`config.mk`:
```
export PLATFORM = sky130hd
export DESIGN_NAME = zapper_flash_seq
export DESIGN_NICKNAME = d
export VERILOG_FILES = /design/src/rtl/zapper_flash_seq.sv
export SDC_FILE = /design/constraint.sdc
export NUM_CORES = 1
export LEC_CHECK = 0
export ABC_AREA = 0
export BUFFER_PORTS_ARGS = -buffer_cell sky130_fd_sc_hd__buf_2
export CORE_MARGIN = 1.5
export CORE_UTILIZATION = 64
export CTS_CLUSTER_DIAMETER = 150
export DETAILED_ROUTE_END_ITERATION = 16
export PLACE_DENSITY = 0.85
export SKIP_CTS_REPAIR_TIMING = 1
export SYNTH_ARGS = -nofsm -noshare
export SYNTH_HDL_FRONTEND = slang
export SYNTH_SLANG_ARGS = --single-unit
```
`constraint.sdc`:
```
create_clock -name clk -period 7.6 [get_ports clk]
set_input_delay 1.14 -clock clk [delete_from_list [all_inputs] [get_ports clk]]
set_output_delay 1.14 -clock clk [all_outputs]
set_load 0.02 [all_outputs]
```
`src/rtl/zapper_flash_seq.sv`:
```
// zapper_flash_seq
// Display-side responder for the light-gun hit test. A shot pulse arms the
// sequence: one black frame, then WHITE_FRAMES frames with only the target
// box drawn white. Synchronized photodiode detect cycles are counted in each
// phase. Light during the black frame forces a miss, because the gun is then
// aimed at a lamp rather than the screen. Otherwise the shot is a hit when
// enough light is seen while the target is white. Shot and hit tallies are
// kept for the CPU.
//
// Ports:
//   clk          system clock
//   reset_n      synchronous active-low reset
//   pulse        one-cycle shot request
//   frame_start  one-cycle pulse at the start of each video frame
//   detect       raw photodiode input (asynchronous, 1 = light)
//   clr_counts   one-cycle request to zero shot_count and hit_count
//   busy         sequence in progress (state != IDLE)
//   blank_screen force black on all pixels (registered)
//   draw_target  force white inside the target box (registered)
//   hit / miss   one-cycle result strobes
//   shot_count   resolved shots, saturating at 255
//   hit_count    hits, saturating at 255
module zapper_flash_seq #(
   parameter int WHITE_FRAMES    = 1,
   parameter int DETECT_MIN      = 4,
   parameter int COOLDOWN_FRAMES = 2,
   parameter int CNT_W           = 16
) (
   input  logic       clk,
   input  logic       reset_n,
   input  logic       pulse,
   input  logic       frame_start,
   input  logic       detect,
   input  logic       clr_counts,
   output logic       busy,
   output logic       blank_screen,
   output logic       draw_target,
   output logic       hit,
   output logic       miss,
   output logic [7:0] shot_count,
   output logic [7:0] hit_count
);

   typedef enum logic [2:0] {IDLE, ARM, BLACK, WHITE, RESULT, COOLDOWN} state_t;

   localparam logic [CNT_W-1:0] DET_MIN    = CNT_W'(DETECT_MIN);
   localparam logic [7:0]       WHITE_LAST = 8'(WHITE_FRAMES - 1);
   localparam logic [7:0]       COOL_LAST  = 8'(COOLDOWN_FRAMES - 1);

   state_t           state, state_next;
   logic             det_s1, det_s2;
   logic [CNT_W-1:0] det_cnt, det_cnt_next, det_cnt_inc;
   logic [7:0]       frame_cnt, frame_cnt_next;
   logic             black_lit, black_lit_next;
   logic             hit_next, miss_next;

   // Saturating increment; includes the current cycle's sample, so the
   // frame_start cycle itself still counts toward the closing frame.
   assign det_cnt_inc = (det_s2 && (det_cnt != '1)) ? det_cnt + 1'b1 : det_cnt;

   assign busy = (state != IDLE);

   always_comb begin
      state_next     = state;
      det_cnt_next   = det_cnt;
      frame_cnt_next = frame_cnt;
      black_lit_next = black_lit;
      hit_next       = 1'b0;
      miss_next      = 1'b0;
      case (state)
         IDLE: begin
            det_cnt_next = '0;
            if (pulse) state_next = ARM;
         end
         ARM: begin
            det_cnt_next = '0;
            if (frame_start) state_next = BLACK;
         end
         BLACK: begin
            det_cnt_next = det_cnt_inc;
            if (frame_start) begin
               black_lit_next = (det_cnt_inc >= DET_MIN);
               det_cnt_next   = '0;
               frame_cnt_next = '0;
               state_next     = WHITE;
            end
         end
         WHITE: begin
            det_cnt_next = det_cnt_inc;
            if (frame_start) begin
               if (frame_cnt == WHITE_LAST) begin
                  // Result is decided on the closing edge so the strobe is
                  // visible during the single RESULT cycle.
                  state_next = RESULT;
                  hit_next   = !black_lit && (det_cnt_inc >= DET_MIN);
                  miss_next  = !hit_next;
               end else begin
                  frame_cnt_next = frame_cnt + 1'b1;
               end
            end
         end
         RESULT: begin
            frame_cnt_next = '0;
            state_next     = (COOLDOWN_FRAMES == 0) ? IDLE : COOLDOWN;
         end
         COOLDOWN: begin
            if (frame_start) begin
               if (frame_cnt == COOL_LAST) state_next = IDLE;
               else frame_cnt_next = frame_cnt + 1'b1;
            end
         end
         default: state_next = IDLE;
      endcase
   end

   always_ff @(posedge clk) begin
      if (!reset_n) begin
         state        <= IDLE;
         det_s1       <= 1'b0;
         det_s2       <= 1'b0;
         det_cnt      <= '0;
         frame_cnt    <= '0;
         black_lit    <= 1'b0;
         hit          <= 1'b0;
         miss         <= 1'b0;
         blank_screen <= 1'b0;
         draw_target  <= 1'b0;
         shot_count   <= '0;
         hit_count    <= '0;
      end else begin
         state        <= state_next;
         det_s1       <= detect;
         det_s2       <= det_s1;
         det_cnt      <= det_cnt_next;
         frame_cnt    <= frame_cnt_next;
         black_lit    <= black_lit_next;
         hit          <= hit_next;
         miss         <= miss_next;
         blank_screen <= (state == BLACK) || (state == WHITE);
         draw_target  <= (state == WHITE);
         if (clr_counts) begin
            shot_count <= '0;
            hit_count  <= '0;
         end else if (hit_next || miss_next) begin
            if (shot_count != '1) shot_count <= shot_count + 1'b1;
            if (hit_next && (hit_count != '1)) hit_count <= hit_count + 1'b1;
         end
      end
   end

endmodule
```
* Word level (Yosys, flattened, before mapping)
Index checks and enable logic that the tools add are counted.
** Cells by class
- Add/sub/neg operators :: 4
- $lt $le $gt $ge :: 1
- Equal/unequal tests :: 18
- Mux-type cells :: 23
- Bitwise gates (word level) :: 1
- Reductions and logical operators :: 19
** Operators with widths (count)
- $pmux W16 S3 :: 1
- $mux W8 :: 5
- $mux W16 :: 2
- $pmux W8 S4 :: 1
- $add A8 B1 Y8 const B :: 3
- $mux W3 :: 7
- $ne A2 B2 Y1 const B :: 9
- $pmux W3 S6 :: 1
- $add A16 B1 Y16 const B :: 1
- $ge A16 B3 Y1 const B :: 1
- $ne A16 B16 Y1 const B :: 1
- $ne A8 B8 Y1 const B :: 2
- $eq A8 B1 Y1 const B :: 1
- $logic_not A8 Y1 :: 1
- $reduce_and A7 Y1 :: 1
- $eq A3 B2 Y1 const B :: 2
- $eq A3 B3 Y1 const B :: 2
- $mux W1 :: 6
- $reduce_and A2 Y1 :: 3
- $reduce_and A6 Y1 :: 1
- $reduce_bool A3 Y1 :: 2
- $reduce_bool A4 Y1 :: 1
- $reduce_or A2 Y1 :: 2
- $eq A3 B1 Y1 const B :: 1
- other kinds (5) :: 9
** Word-level totals
- Register bits :: 50
- Bits of input ports :: 6
- Output and inout port bits :: 21
- Word-level logic and storage cells :: 78

* Logic depth before layout (Yosys ltp)
Gate-level depths: netlist of run 1.
- Depth after elaboration :: 11
- Gate-level depth with buffers :: 10
- Gate-level depth less buffers :: 8

* Least setup slack after synthesis of run 1
Ideal clock, no wire load.
- Kind :: input to register
- Start :: input port frame_start
- End :: register hit_count[2]
- Setup time :: 0.116 ns
- Arrival time :: 2.685 ns
- Data required time :: 7.484 ns
- Path slack :: 4.799 ns
- Cell stages on the path :: 6
- Path buffers :: 0
- Cells stage by stage :: nand2_1 -> or4_4 -> or3_1 -> a31oi_2 -> a21oi_1 -> a31o_2
** On the way
- Word-level cells in the longest chain between the ends :: 4
- Elaborated cells on any way between the ends :: 7
- Those cells by class :: 4 x mux; 3 x reduce/logical
** RTL lines
- start, declared :: RTL line 32 : input logic frame_start,
- $mux W1 :: RTL line 90 : if (frame_start) begin
- $mux W1 :: RTL line 70 : case (state)
- $logic_or A1 B1 Y1 or $logic_and A1 B1 Y1 (tied branches) :: RTL line 144, 146
- $reduce_and A2 Y1 (no line) *
- end signal, assigned :: RTL line 146 : if (hit_next && (hit_count != '1)) hit_count <= hit_count + 1'b1;
- end, declared :: RTL line 41 : output logic [7:0] hit_count
Every way passes the cells marked *; elsewhere a longest branch is shown, timed or not.
A chain may end at the register's enable or synchronous reset.

* Final worst setup path of run 1
- Start :: register det_cnt[0]
- End :: register hit_count[4]
** On the way
- Word-level cells in the longest chain between the ends :: 11
- Elaborated cells on any way between the ends :: 16
- Those cells by class :: 1 x add/sub; 1 x order compare; 1 x eq/ne; 7 x mux; 6 x reduce/logical
** RTL lines
- start, declared :: RTL line 52 : logic [CNT_W-1:0] det_cnt, det_cnt_next, det_cnt_inc;
- start signal, assigned :: RTL line 134 : det_cnt <= det_cnt_next;
- branches (longest 2 deep; another with $add A16 B1 Y16)
- $mux W16 * :: RTL line 59 : assign det_cnt_inc = (det_s2 && (det_cnt != '1)) ? det_cnt + 1'b1 : det_cnt;
- $ge A16 B3 Y1 * :: RTL line 95 : hit_next = !black_lit && (det_cnt_inc >= DET_MIN);
- $logic_and A1 B1 Y1 * :: RTL line 95
- $logic_not A1 Y1 :: RTL line 96 : miss_next = !hit_next;
- $mux W1 :: RTL line 91 : if (frame_cnt == WHITE_LAST) begin
- $mux W1 :: RTL line 90
- $mux W1 :: RTL line 70
- $logic_or A1 B1 Y1 :: RTL line 144 : end else if (hit_next || miss_next) begin
- $reduce_and A2 Y1 (no line) *
Mark *: on every way between the ends.

==> flow_summary_export.csv, run 1 <==
group,metric,value,unit
logic_synthesis,synth_edf_count,0,
placement,gp_congestion,1.04,
clocking,worstSkewPairLatency,0.31,ns
clocking,clockRootBuffer,"clkbuf_8",
layout,nFillCells,348,
logic_synthesis,synth_area,2860,µm²
clocking,clockBufferDepth,2,
placement,pre_cts_ws,4.50,ns
clocking,clock_sinks,50,
power_and_ir_drop,seqPwrFrac,52.9,%
floorplanning,die_h,69.8,µm
worst_hold_path,hp-class,"register to register",
layout,antenna_cells,0,
grt,antenna_found_initial,0,
logic_synthesis,synthArstFlopShare,0,%
detailed_routing,wl_per_cell,15.2,µm
logic_synthesis,ys_seq_area_share,35.0,%
sta,worst_pin_slew,0.985,ns
power_and_ir_drop,power_frac_clock,36.9,%
logic_synthesis,synth_top_family_by_area,"simple AND/OR/NAND/NOR gates",
grt,overflow,0,
placement,portBuffers,26,
logic_synthesis,syn-num-nets,367,
sta,tns,0,ns
worst_setup_path,crit_required,7.84,ns
grt,gr-usage-all-layers,27.1,%
power_and_ir_drop,p_total,0.515,mW
floorplanning,coreArea,4320,µm²
layout,area.sequential,1000,µm²
logic_synthesis,yosys_warnings,0,
sta,timing.fmax,0.334,GHz
outcome,outcome,"finished, final reports clean",
detailed_routing,drtAntennaViolNets,0,
power_and_ir_drop,combPwrFrac,10.2,%
floorplanning,start_util,66.1,%
detailed_routing,wl,6440,µm
floorplanning,row_count,24,
detailed_routing,firstDrtPassIters,4,
grt,first_global_vias,2465,
worst_setup_path,cp.arrival,3.23,ns
logic_synthesis,synth.avg_cell_area,8.10,µm²
clocking,h-tree-depth,2,
worst_setup_path,cp_max_fo,7,
clocking,tritoncts,"built",
layout,areaGrowthSynthToFinish,7.66,%
sta,finalHoldViolations,0,
worst_setup_path,critPathKind,"register to register",
sta,finalMaxSlewViolations,0,
layout,drive_gt1_share,14.2,%
floorplanning,die_w,69.8,µm
power_and_ir_drop,p_leak,1.12,nW
power_and_ir_drop,irDropWorstVdd,0.136,mV
logic_synthesis,synthTopCellsByArea,"dfxtp_1 35%, nor2_1 5.5%, nand2_1 4.5%",
power_and_ir_drop,internal_power,0.382,mW
logic_synthesis,yosysTopAreaCellShare,35.0,%
logic_synthesis,netlist-cell-type-count,59,
power_and_ir_drop,power.share.switching,25.9,%
detailed_routing,drc_errors,0,
layout,multi_input_comb_area,1730,µm²
sta,setup_slack,4.61,ns
sta,setup_viol,0,
worst_setup_path,crit_path_end_kind,"register",
job,drv_cap,0,
logic_synthesis,synth_compound_area_share,18.9,%
clocking,cts_buffers,5,
sta,clock_skew,0.00707,ns
grt,grt_max_degree,26,
power_and_ir_drop,p_per_area,167,nW/µm²
logic_synthesis,synth-simple-area-share,32.0,%
floorplanning,ioPinCount,27,
logic_synthesis,synth_ff_type,"dfxtp_1",
logic_synthesis,synth_fa_ha_area_share,3.50,%
sta,fin_crit_sh,39.3,%
sta,rsz0062_at_grt,"no",
sta,max_slew_margin,33.9,%
detailed_routing,vias,2680,
logic_synthesis,synthXorXnorAreaFrac,4.29,%
logic_synthesis,yosysTopAreaCell,"dfxtp_1",
detailed_routing,first_iter_violations,216,
layout,nets,385,
sta,period_needed,2.99,ns
logic_synthesis,synth.area.mux_share,1.75,%
logic_synthesis,synthCells,353,
logic_synthesis,ys_ff_latch,50,
worst_setup_path,critPathLaunchType,"register",
power_and_ir_drop,p_sw,0.133,mW
floorplanning,fp.dieArea,4870,µm²
placement,place_hpwl,4640,µm
detailed_routing,via_per_inst,6.32,
grt,grt_first_pass_wirelength,11000,µm
clocking,clk_pin_slew_worst_paths,0.10,ns
## metrics by stage
step | instance area [µm²] | hold WS (ns) | util, % | instances
after global placement | 2960 | 0.417 | 68.5 | 416
final | 3080 | 0.461 | 71.2 | 424
after floorplan | 2860 | 0.412 | - | 353
after detailed placement | 2960 | 0.439 | 68.5 | 416
after global routing | 3080 | 0.505 | 71.2 | 424
after CTS | 3080 | 0.462 | 71.2 | 424
## cell usage after synthesis (3+ instances only)
cell type / count
a31oi_1: 5
o21ai_0: 15
buf_6: 4
nand2_1: 34
a311oi_1: 7
inv_1: 10
nor2_1: 42
nand2b_1: 4
and2_1: 8
nand3b_1: 3
nor3_1: 9
ha_1: 8
mux2i_1: 5
or3_1: 9
a21oi_1: 25
nand4_1: 12
and3_1: 4
nand3_1: 19
nor4_1: 3
or4_1: 3
xor2_1: 7
clkbuf_1: 9
dfxtp_1: 50
and4_1: 6
xnor2_1: 7
## cell type report
type                       instances  share of cell area, %
inverter                          11                   1.34
timing repair buffer              26                   4.23
clock inverter                     3                   1.42
sequential                        50                   32.5
multi-input combinational        277                   56.1
clock buffer                       5                   2.24
tap                               52                   2.11
## final timing paths
path	startpoint	endpoint	slack, ns	depth (start not counted)
worst max register to register	det_cnt[0]$_SDFFE_PN0P_	hit_count[4]$_SDFFE_PP0P_	4.61	8
worst min-delay path	det_s1$_SDFF_PN0_	det_s2$_SDFF_PN0_	0.46	1
worst min register to register	det_s1$_SDFF_PN0_	det_s2$_SDFF_PN0_	0.46	1
worst max-delay path	det_cnt[0]$_SDFFE_PN0P_	hit_count[4]$_SDFFE_PP0P_	4.61	8
## flip-flops by register name (all words and copies together) (netlist names), 3 cells and up
name        count
det_cnt        16
frame_cnt       8
hit_count       8
shot_count      8
state           3
## per-layer routing
layer / part of all wire, % / vias to the layer above / track usage [%]
li1: - / 1328 / -
met2: 49 / 66 / 46.1
met5: 0 / - / 0
met3: 4.4 / 12 / 5.23
met4: 1.8 / 0 / 10.3
met1: 45 / 1274 / 33.9
## worst max-delay path, cell delays in order (launching register included)
cell and delay (ns):
dfxtp_1 0.42, ha_1 0.33, and4_2 0.35, a41oi_2 0.23, a211o_2 0.39, a2111oi_2 0.55, a31oi_2 0.28, nand4_1 0.19
mux2i_1 0.19
## power by group through the flow
stage / clock network, mW / registers, mW / logic, mW
final: 0.190 / 0.272 / 0.0526
after global routing: 0.203 / 0.273 / 0.0586
after floorplan: 0 / 0.274 / 0.0426
after detailed placement: 0 / 0.279 / 0.0519
after global placement: 0 / 0.278 / 0.0509
after CTS: 0.194 / 0.272 / 0.0522
## logic make-up after synthesis
logic type      count (synthesis)
buf+inv                        26
xor+xnor                       14
mux                             5
fa+ha+maj                       8
simple gates                  172
flops                          50
compound gates                 78
## cell usage in the layout (no fill, tap or decap), drive strengths merged, types with 3 or more instances in the layout
cell type and instances:
nand3 19, a311oi 7, nor2 42, a31oi 6, inv 12, or3 9, nor3 9, or4 4
ha 8, a211o 4, xor2 7, mux2i 5, a21oi 25, nor4 5, nand2b 4, and2 8
buf 26, nand3b 3, nand4 12, dfxtp 50, xnor2 7, and4 8, and3 6, o21ai 15
nand2 34, clkbuf 5
Power figures use the tool's default switching activity.
==> run 2, diff against run 1 <==
ABC_AREA = 1   (was 0)
CORE_UTILIZATION = 59   (was 64)
PLACE_DENSITY = 0.79   (was 0.85)
clock period = 3.1 ns   (was 7.6 ns; I/O delays follow)
==> flow_summary_export.csv, run 2 <==
group,metric,value,unit
logic_synthesis,synthXorXnorAreaFrac,1.75,%
worst_setup_path,cp_top_family,"simple AND/OR/NAND/NOR gates",
layout,antenna_cells,0,
worst_setup_path,cp.depth,16,
sta,fin_crit_sh,75.9,%
sta,setup_viol,0,
logic_synthesis,synth.avg_cell_area,6.28,µm²
sta,clock_skew,0.0112,ns
logic_synthesis,yosys_warnings,0,
worst_setup_path,cp.arrival,2.56,ns
power_and_ir_drop,irDropWorstVdd,0.421,mV
clocking,h-tree-depth,2,
sta,timing.fmax,0.425,GHz
sta,tns,0,ns
layout,nets,521,
power_and_ir_drop,p_per_area,431,nW/µm²
grt,overflow,0,
power_and_ir_drop,p_total,1.42,mW
sta,max_slew_margin,63.8,%
grt,gr-usage-all-layers,25.5,%
detailed_routing,first_iter_violations,201,
detailed_routing,wl_per_cell,11.6,µm
grt,antenna_found_initial,0,
layout,final_cell_mix,"130 x nand2_1, 69 x inv_1, 55 x nor2_1, 50 x dfxtp_1, 39 x nand3_1",
detailed_routing,vias,3046,
sta,finalHoldViolations,0,
worst_setup_path,max_stage_delay,0.41,ns
worst_setup_path,crit_top_cell,"nand2_1",
logic_synthesis,synth_ff_type,"dfxtp_1",
layout,areaGrowthSynthToFinish,9.91,%
layout,layout_commonest_cell,"nand2_1",
floorplanning,row_count,25,
sta,finalMaxSlewViolations,0,
placement,place_hpwl,5090,µm
job,drv_cap,0,
floorplanning,ioPinCount,27,
logic_synthesis,yosysTopAreaCellShare,33.3,%
logic_synthesis,yosysTopAreaCell,"dfxtp_1",
sta,worst_pin_slew,0.538,ns
outcome,outcome,"finished, final reports clean",
logic_synthesis,syn-num-nets,492,
logic_synthesis,synth_top_family_by_area,"simple AND/OR/NAND/NOR gates",
floorplanning,start_util,62.4,%
clocking,clockBufferDepth,2,
detailed_routing,wl,6690,µm
logic_synthesis,netlist-cell-type-count,31,
floorplanning,die_w,74.4,µm
logic_synthesis,synthCells,478,
placement,portBuffers,26,
layout,drive_gt1_share,12.0,%
clocking,cts_buffers,5,
detailed_routing,drtAntennaViolNets,0,
logic_synthesis,synthArstFlopShare,0,%
floorplanning,coreArea,4820,µm²
clocking,clk_pin_slew_worst_paths,0.10,ns
worst_setup_path,crit_required,3.31,ns
logic_synthesis,synthTopCellsByArea,"dfxtp_1 33%, nand2_1 16%, inv_1 8.6%",
worst_setup_path,critPathKind,"register to register",
logic_synthesis,synth-simple-area-share,40.6,%
clocking,tritoncts,"built",
worst_setup_path,critPathLaunchType,"register",
logic_synthesis,synth_edf_count,0,
logic_synthesis,yosysMostFrequentCell,"nand2_1",
worst_hold_path,hp-class,"input pin to register",
placement,gp_congestion,1.01,
worst_hold_path,worstHoldPathCells,3,
detailed_routing,drc_errors,0,
detailed_routing,via_per_inst,5.30,
floorplanning,die_h,74.4,µm
logic_synthesis,ys_top_cells_by_count,"130 x nand2_1, 69 x inv_1, 55 x nor2_1",
grt,first_global_vias,2631,
clocking,clock_sinks,50,
worst_setup_path,cp_max_fo,10,
logic_synthesis,ys_seq_area_share,33.3,%
worst_setup_path,r2r_cells,16,
grt,grt_first_pass_wirelength,11200,µm
sta,period_needed,2.35,ns
grt,grt_max_degree,18,
logic_synthesis,synth_compound_area_share,10.7,%
logic_synthesis,synth_area,3000,µm²
logic_synthesis,synth_fa_ha_area_share,3.33,%
worst_setup_path,crit_path_end_kind,"register",
logic_synthesis,ys_ff_latch,50,
worst_setup_path,crit_buf_inv,1,
layout,regMostFlops,"det_cnt",
detailed_routing,firstDrtPassIters,4,
clocking,worstSkewPairLatency,0.30,ns
clocking,clockRootBuffer,"clkbuf_8",
layout,largest_register_ffs,16,
worst_setup_path,cp_cell_sequence,"ha_1, nand2_1, nor2_1, nand2_2, o21ai_4, nand2_1, nand2_1, nand2_1, nor2_1, nand2_1, nor2_2, nor2_4, nand2_4, nand2_1, inv_2, nor2_2",
sta,rsz0062_at_grt,"no",
logic_synthesis,synth.area.mux_share,0,%
floorplanning,fp.dieArea,5530,µm²
worst_setup_path,crit_slowest_cell,"dfxtp_1",
power_and_ir_drop,p_leak,1.38,nW
run 2: cells by family after synthesis:
family,Yosys count
adder cells (fa/ha/maj),8
flip-flops,50
AND/OR/NAND/NOR,277
buffers and inverters,81
AO/OA/AOI/OAI,56
XOR/XNOR,6
run 2: area by class of cell:
type                    count  area, µm²
clock buffers               5       68.8
inverters                  73        274
multi-input cells         347       1690
repair buffers             30        160
well taps                  67       83.8
flip-flops and latches     50       1000
fillers                   486       1520
clock inverters             3       21.3
run 2: power breakdown:
group	total, mW	leakage (nW)	switching, mW	internal [mW]
logic	0.351	0.932	0.251	0.100
registers	0.696	0.404	0.0296	0.666
clock network	0.375	0.0441	0.217	0.159
run 2: path summary, 6_finish.rpt:
kind / slack (ns) / start / endpoint
max: 0.75 / det_cnt[0]$_SDFFE_PN0P_ / hit_count[0]$_SDFFE_PP0P_
min: 0.35 / detect / det_s1$_SDFF_PN0_
max reg2reg: 0.75 / det_cnt[0]$_SDFFE_PN0P_ / hit_count[0]$_SDFFE_PP0P_
min reg2reg: 0.41 / det_s1$_SDFF_PN0_ / det_s2$_SDFF_PN0_
run 2: through the flow:
stage / hold WS (ns) / worst slack [ns] / cells / util (%) / area [µm²]
final: 0.348 / 0.746 / 575 / 68.5 / 3300
after global routing: 0.362 / 0.500 / 575 / 68.5 / 3300
after CTS: 0.340 / 0.776 / 575 / 68.5 / 3300
after detailed placement: 0.397 / 0.784 / 567 / 66.7 / 3210
after global placement: 0.396 / 0.868 / 567 / 66.7 / 3210
after floorplan: 0.390 / 1.10 / 478 / - / 3000
run 2: metal layers:
layer  global-route usage [%]  wire length (µm)  vias to the layer above
li1                         -                 -                     1603
met1                     32.6              3220                     1362
met2                     43.3              3100                       71
met3                     5.56               279                       10
met4                     7.47                85                        0
met5                        0                 0                        -
run 2: worst reg2reg max path, stage by stage (launching register included):
cell and delay, ns:
dfxtp_1 0.41, ha_1 0.23, nand2_1 0.07, nor2_1 0.17
nand2_2 0.12, o21ai_4 0.31, nand2_1 0.12, nand2_1 0.09
nand2_1 0.06, nor2_1 0.09, nand2_1 0.10, nor2_2 0.20
nor2_4 0.08, nand2_4 0.08, nand2_1 0.06, inv_2 0.05
nor2_2 0.03
==> run 3, diff against run 2 <==
ABC_AREA = 0   (was 1)
CORE_UTILIZATION = 53   (was 59)
PLACE_DENSITY = 0.75   (was 0.79)
clock period = 2 ns   (was 3.1 ns; I/O delays follow)
==> flow_summary_export.csv, run 3 (same netlist as run 1, synthesis figures left out) <==
group,metric,value,unit
outcome,outcome,"finished, violations left",
outcome,failed_checks,"setup timing",
placement,placedCellCount,525,
job,drv_cap,0,
layout,largest_register_ffs,16,
sta,period_needed,2.38,ns
grt,antenna_found_initial,0,
clocking,clockBufferDepth,2,
sta,finalHoldViolations,0,
worst_hold_path,worstHoldPathCells,2,
worst_setup_path,r2r-end,"hit_count[7]$_SDFFE_PP0P_",
power_and_ir_drop,p_leak,1.65,nW
sta,setup_viol,12,
worst_setup_path,cp.arrival,2.65,ns
detailed_routing,vias,3324,
clocking,clockRootBuffer,"clkbuf_8",
worst_hold_path,min_from,"detect",
grt,grt_max_degree,19,
worst_hold_path,hp-class,"input pin to register",
detailed_routing,wl,9070,µm
detailed_routing,first_iter_violations,307,
clocking,tritoncts,"built",
detailed_routing,drc_errors,0,
worst_setup_path,crit_required,2.27,ns
power_and_ir_drop,power.share.switching,28.6,%
placement,gp_congestion,0.896,
clocking,h-tree-depth,2,
placement,portBuffers,26,
worst_setup_path,worstSetupStartpoint,"frame_cnt[2]$_SDFFE_PN0P_",
sta,setup_slack,-0.379,ns
grt,first_global_vias,3014,
power_and_ir_drop,power_frac_clock,32.1,%
worst_setup_path,rrSetupSlack,-0.38,ns
detailed_routing,wl_per_cell,16.8,µm
power_and_ir_drop,seqPwrFrac,50.7,%
power_and_ir_drop,internal_power,1.44,mW
grt,gr-usage-all-layers,27.7,%
grt,grt_first_pass_wirelength,13300,µm
layout,drive_gt1_share,41.2,%
floorplanning,fp.dieArea,5840,µm²
worst_setup_path,r2r_start,"frame_cnt[2]$_SDFFE_PN0P_",
floorplanning,die_h,76.4,µm
worst_setup_path,crit_path_end_kind,"register",
worst_hold_path,min_to,"det_s1$_SDFF_PN0_",
floorplanning,row_count,26,
clocking,cts_buffers,5,
floorplanning,start_util,55.6,%
sta,fin_crit_sh,119,%
worst_setup_path,critPathLaunchType,"register",
worst_setup_path,cp_cell_sequence,"nor4_4, nand4_1, or3_4, or4_4, or4_4, nand2_2",
sta,worst_pin_slew,0.527,ns
layout,regMostFlops,"det_cnt",
detailed_routing,via_per_inst,6.14,
floorplanning,ioPinCount,27,
worst_setup_path,critPathKind,"register to register",
detailed_routing,drtAntennaViolNets,0,
layout,areaGrowthSynthToFinish,43.7,%
layout,final_cell_mix,"94 x buf_4, 42 x dfxtp_1, 41 x nor2_1, 29 x nand2_1, 26 x buf_2",
layout,final_cells,541,
clocking,worstSkewPairLatency,0.32,ns
sta,max_slew_margin,64.8,%
clocking,clock_sinks,50,
floorplanning,coreArea,5140,µm²
worst_setup_path,cp_max_fo,3,
grt,overflow,0,
layout,layout_commonest_cell,"buf_4",
clocking,clk_pin_slew_worst_paths,0.10,ns
sta,clock_skew,0.0162,ns
worst_setup_path,r2r_cells,6,
sta,finalMaxSlewViolations,0,
sta,timing.hold.ws,0.207,ns
sta,rsz0062_at_grt,"yes",
power_and_ir_drop,irDropWorstVdd,0.339,mV
layout,nets,484,
worst_setup_path,crit_slowest_cell,"or4_4",
power_and_ir_drop,p_sw,0.576,mW
power_and_ir_drop,p_per_area,491,nW/µm²
placement,pre_cts_ws,-0.385,ns
power_and_ir_drop,combPwrFrac,17.1,%
layout,antenna_cells,0,
worst_setup_path,crit_top_cell,"or4_4",
floorplanning,die_w,76.4,µm
detailed_routing,firstDrtPassIters,5,
worst_setup_path,max_stage_delay,0.53,ns
sta,timing.fmax,0.420,GHz
placement,place_hpwl,5870,µm
[run 3: cell count changes in the layout (fill, tap and decap cells not counted), sizes merged, moves of 9 or more]
cell / before / now
nand4: 21 / 12
inv: 72 / 11
or3: 0 / 9
nor2: 66 / 42
buf: 30 / 125
nand3: 39 / 19
nand2: 137 / 34
[run 3: power groups by stage]
| stage | registers [mW] | logic, mW | clock network, mW |
|---|---|---|---|
| 2_1_floorplan | 1.04 | 0.176 | 0 |
| 3_3_place_gp | 1.04 | 0.296 | 0 |
| 3_5_place_dp | 1.04 | 0.302 | 0 |
| 4_1_cts | 1.02 | 0.305 | 0.651 |
| 5_1_grt | 1.02 | 0.372 | 0.686 |
| 6_report | 1.02 | 0.345 | 0.648 |
[run 3: cell type report]
cell class	count	area, µm²
well taps	70	87.6
inverters	11	41.3
clock buffers	6	82.6
fillers	348	1030
repair buffers	125	892
clock inverters	2	17.5
flip-flops and latches	50	1020
multi-input cells	277	1960
[run 3: critical path: cells and delay by family, from the launching register on]
kind	cells	cell delay, ns
DFF	1	0.35
and+or+nand+nor	6	1.98
[run 3: metrics by stage]
stage | total power, mW | TNS, ns | util [%] | area, µm²
after floorplan | 1.22 | -2.58 | - | 2970
after global placement | 1.34 | -2.63 | 73.5 | 3780
after detailed placement | 1.34 | -3.61 | 73.5 | 3780
after CTS | 1.98 | -4.18 | 75.5 | 3880
after global routing | 2.08 | -4.08 | 79.9 | 4110
final | 2.01 | -2.95 | 79.9 | 4110
[run 3: how the worst max path moves through the flow]
stage	to	slack [ns]	cells after the start
after floorplan	hit_count[6]$_SDFFE_PP0P_	-0.31	10
after global placement	hit_count[2]$_SDFFE_PP0P_	-0.30	7
after detailed placement	hit_count[7]$_SDFFE_PP0P_	-0.38	6
after CTS	hit_count[7]$_SDFFE_PP0P_	-0.47	6
after global routing	hit_count[3]$_SDFFE_PP0P_	-0.46	8
final	hit_count[7]$_SDFFE_PP0P_	-0.38	6
[run 3: metal layers]
metal / wire length [µm] / vias up / track usage (%) / part of all wire, %
met5: 0 / - / 0 / 0
met3: 542 / 30 / 5.03 / 6.0
met2: 4580 / 157 / 47.1 / 51
met4: 285 / 0 / 11.5 / 3.1
met1: 3660 / 1602 / 34.4 / 40
li1: - / 1535 / - / -
